--- src/rtl/axis_upsizer.sv ---
// AXI4-Stream width upsizer: packs RATIO narrow beats into one wide beat.
// A level-sensitive flush emits a partially filled, zero-padded word with its lane count.
module axis_upsizer #(
  parameter  int IN_WIDTH  = 8,
  parameter  int RATIO     = 4,
  localparam int OUT_WIDTH = IN_WIDTH * RATIO,
  localparam int CNT_W     = $clog2(RATIO) + 1
) (
  input  logic                 aclk,
  input  logic                 aresetn,
  input  logic                 s_tvalid,
  output logic                 s_tready,
  input  logic [IN_WIDTH-1:0]  s_tdata,
  output logic                 m_tvalid,
  input  logic                 m_tready,
  output logic [OUT_WIDTH-1:0] m_tdata,
  output logic [CNT_W-1:0]     m_tcnt,
  input  logic                 flush,
  output logic                 pending
);

  localparam int              IDX_W = $clog2(RATIO);
  localparam logic [IDX_W-1:0] LAST = IDX_W'(RATIO - 1);

  logic [OUT_WIDTH-1:0] acc;
  logic [OUT_WIDTH-1:0] acc_nxt;
  logic [IDX_W-1:0]     idx;
  logic [OUT_WIDTH-1:0] out_data;
  logic [CNT_W-1:0]     out_cnt;
  logic                 out_valid;

  logic                 out_free;
  logic                 s_hs;
  logic                 m_hs;
  logic                 complete;
  logic                 flush_fire;
  logic                 load;
  logic [CNT_W-1:0]     n;

  assign out_free = !out_valid || m_tready;
  // The last lane may only be accepted when the output register can take the word.
  assign s_tready = aresetn && ((idx != LAST) || out_free);
  assign s_hs     = s_tvalid && s_tready;
  assign m_hs     = out_valid && m_tready;

  assign n          = {1'b0, idx} + CNT_W'(s_hs);
  assign complete   = s_hs && (idx == LAST);
  assign flush_fire = flush && !complete && (n != '0) && out_free;
  assign load       = complete || flush_fire;

  // Lanes above idx are always zero because acc is cleared on every emission.
  always_comb begin
    acc_nxt = acc;
    if (s_hs)
      acc_nxt[idx*IN_WIDTH +: IN_WIDTH] = s_tdata;
  end

  always_ff @(posedge aclk or negedge aresetn) begin
    if (!aresetn) begin
      acc       <= '0;
      idx       <= '0;
      out_data  <= '0;
      out_cnt   <= '0;
      out_valid <= 1'b0;
    end else if (load) begin
      out_data  <= acc_nxt;
      out_cnt   <= n;
      out_valid <= 1'b1;
      acc       <= '0;
      idx       <= '0;
    end else begin
      if (m_hs)
        out_valid <= 1'b0;
      if (s_hs) begin
        acc <= acc_nxt;
        idx <= idx + 1'b1;
      end
    end
  end

  assign m_tvalid = out_valid;
  assign m_tdata  = out_data;
  assign m_tcnt   = out_cnt;
  assign pending  = (idx != '0);

endmodule

--- config.mk ---
export PLATFORM = sky130hd
export DESIGN_NAME = axis_upsizer
export DESIGN_NICKNAME = d
export VERILOG_FILES = /design/src/rtl/axis_upsizer.sv
export SDC_FILE = /design/constraint.sdc
export NUM_CORES = 1
export LEC_CHECK = 0
export ABC_AREA = 0
export BUFFER_PORTS_ARGS = -buffer_cell sky130_fd_sc_hd__buf_4
export CAP_MARGIN = 30
export CORE_ASPECT_RATIO = 1.4
export CORE_MARGIN = 5
export CORE_UTILIZATION = 27
export CTS_CLUSTER_SIZE = 24
export DETAILED_ROUTE_END_ITERATION = 8
export SETUP_SLACK_MARGIN = 0.15
export SYNTH_ARGS = -nofsm -noshare
export SYNTH_HDL_FRONTEND = slang
export SYNTH_SLANG_ARGS = --single-unit
--- constraint.sdc ---
create_clock -name aclk -period 4.4 [get_ports aclk]
set_clock_uncertainty 0.15 [all_clocks]
set_input_delay 0.22 -clock aclk [delete_from_list [all_inputs] [get_ports aclk]]
set_output_delay 0.22 -clock aclk [all_outputs]
set_load 0.005 [all_outputs]
==> metrics.yaml <==
run_status:
  status: "finished, violations left"
  violations: "negative hold slack"
synth:
  yosysUniqueCellTypes: 26
  synth_nets: 335
  synth_compound_area_frac: 0.0963
  syn_inst: 314
  synth_top_family_by_area: "multiplexers"
  synth-xor-area-share: 0
  synth_seq_area_share: 0.480
  yosys_warnings: 0
  syn_avg_cell_area_sq_um: 11.6
  synth_seq_cells: 70
  synthTopCellsByArea: "dfrtp_1, mux2_1, a32oi_1"
  netlist.area_leader.share: 0.480
  synth_mux_area_frac: 0.222
  synth_area_sq_um: 3650
  synthSimpleGateAreaFrac: 0.124
  synthAdderAreaFrac: 0.0274
  synth_top_area_cell: "dfrtp_1"
power_and_ir_drop:
  powerDensity_nw_per_um2: 497
  fin_total_pwr_mw: 2.19
  pwr-share-clk: 0.295
  p_leak_nw: 2.15
  switchingPower_mw: 0.781
  pwr-share-seq: 0.361
  p_int_mw: 1.41
  swShare: 0.356
  comb_power_share: 0.344
  vdd_drop_max_mv: 0.185
cts:
  cts_tree: "yes"
  clk_pin_slew_ns: 0.05
  hold_buffers: 0
  clock_sinks: 70
  cts_made_buffers: 9
  clk_path_buf_depth: 2
  post-cts-setup-buffers: 0
  htree_levels: 3
  cts-root-buf: "clkbuf_16"
  worstSkewPairLatency_ns: 0.33
  cts_resized: 0
sta:
  drv_slew: 0
  final.min_clock_period_ns: 3.55
  fin_setup_tns_ns: 0
  worst_pin_slew_ns: 0.931
  rsz0062_at_grt: "no"
  worst_slack_ns: 0.847
  max_clock_freq_mhz: 281
  fin_crit_sh: 0.808
  hold_violations: 35
  relSlewSlack: 0.380
  hold_ws_ns: -0.0493
  setup_viol: 0
final_layout:
  multi_input_comb_area_sq_um: 1720
  area_growth_pct: 20.9
  design_area_sq_um: 4420
  drive_gt1_frac: 0.298
  ff_latch_area_sq_um: 1750
  n_antenna_cell: 0
  nFillCells: 1330
  nNetsFinal: 379
setup_path:
  end_kind: "register"
  crit_path_start: "idx[0]"
  critPathKind: "reg2reg"
  r2r_cells: 10
  rr_endpoint: "m_tdata[9]"
  required_ns: 4.47
  rrSetupSlack_ns: 0.85
  critPathLaunchType: "register"
  r2r-start: "idx[0]"
  cp.arrival_ns: 3.62
  cp_max_fo: 36
placement:
  dpl-instance-area_sq_um: 4150
  routabilityCongestion: 0.810
  dp_hpwl_mm: 6.42
  dp_worst_setup_slack_ns: 0.868
  io_buffers: 50
grt:
  grt_util_all_layers: 0.119
  grt_pass1_vias: 2702
  antenna_found_initial: 0
  grt_max_degree: 73
  grt_first_pass_wirelength_mm: 14.8
  grt-ovfl-total: 0
detailed_routing:
  vias: 2586
  ant_nets: 0
  drtIter0Drc: 191
  drc: 0
  via_per_inst: 4.74
  avgRoutedWirePerCell_um: 16.7
  postRouteWirelength_mm: 9.10
  drtPass1Iterations: 4
floorplanning:
  die_w_um: 108
  io_pins: 51
  rows: 50
  design.die.area_sq_um: 16000
  die_h_um: 148
  core_sq_um: 13300
  start_util: 0.274
job:
  cap_violations: 0
min_path:
  min_path_type: "in2async"
-- synth_stat cells (all sizes together) --
cell / n
dfrtp: 70
mux2: 59
nor2: 58
a32oi: 32
nand2: 13
buf: 12
inv: 12
nand2b: 11
clkbuf: 9
ha: 8
mux2i: 8
nor3b: 5
and3: 4
o211ai: 4
and2: 3
a21oi: 2
a31oi: 1
nand3b: 1
o311a: 1
or3: 1
-- layer usage --
| layer | track usage | vias up | share of wire |
|---|---|---|---|
| met5 | 0 | - | 0 |
| met2 | 0.198 | 82 | 0.50 |
| met4 | 0.0670 | 0 | 0.038 |
| met1 | 0.139 | 1272 | 0.39 |
| li1 | - | 1208 | - |
| met3 | 0.0301 | 24 | 0.064 |
-- worst max-delay path, stage by stage, from the launching register on --
cell and delay [ns]:
dfrtp_1 0.54, ha_1 0.44, nand3b_2 0.23, nand2_1 0.15, inv_1 0.05, ha_1 0.17
ha_1 0.28, o311a_1 0.38, a31oi_4 0.15, buf_4 0.46, mux2_2 0.40
-- cells by family after synthesis --
logic type | after synthesis
buffers and inverters | 33
AOI/OAI and AO/OA | 40
adders and majority gates | 8
and+or+nand+nor | 96
muxes | 67
DFF | 70
-- worst max path at each step --
stage | endpoint | slack [ns]
2_1_floorplan | m_tdata[10] | 1.39
3_3_place_gp | m_tdata[9] | 0.98
3_5_place_dp | m_tdata[14] | 0.87
4_1_cts | m_tdata[9] | 0.86
5_1_grt | m_tdata[9] | 0.62
6_report | m_tdata[9] | 0.85
-- registers in the layout (all words and copies together) (netlist names) --
signal and flops:
acc 32, idx 2, m_tcnt 3, m_tdata 32, m_tvalid 1
-- cell usage in the layout, fill, tap and decap left out, types with 2 or more instances in the layout --
cell type   count
dfrtp_1        70
nor2_1         58
buf_4          54
a32oi_1        32
mux2_1         26
mux2_4         18
mux2_2         15
nand2_1        13
inv_1          12
nand2b_1       11
clkbuf_16       9
mux2i_1         8
ha_1            8
and3_1          4
nor3b_2         4
o211ai_1        4
and2_1          3
clkinv_2        3
a21oi_1         2
clkinvlp_4      2
-- final cells by class --
cell class | instances | area share
flip-flops and latches | 70 | 0.397
clock buffers | 10 | 0.0519
well taps | 182 | 0.0516
clock inverters | 6 | 0.00878
multi-input cells | 211 | 0.389
inverters | 12 | 0.0102
repair buffers | 54 | 0.0918
-- metrics by stage --
stage / instances / hold WS, ns / utilization
final: 545 / -0.0493 / 0.331
after global routing: 545 / 0.0670 / 0.331
after CTS: 545 / 0.00366 / 0.331
after detailed placement: 529 / 0.334 / 0.311
after global placement: 529 / 0.331 / 0.311
after floorplan: 314 / -0.226 / -
-- power groups by stage --
stage	Clock [mW]	Sequential [mW]	Combinational [mW]
finish	0.647	0.793	0.754
global route	0.691	0.806	0.843
CTS	0.664	0.794	0.769
detailed placement	0	0.805	0.766
global placement	0	0.803	0.753
floorplan	0	0.790	0.550
Note: power is estimated with default switching activity, not from simulation.
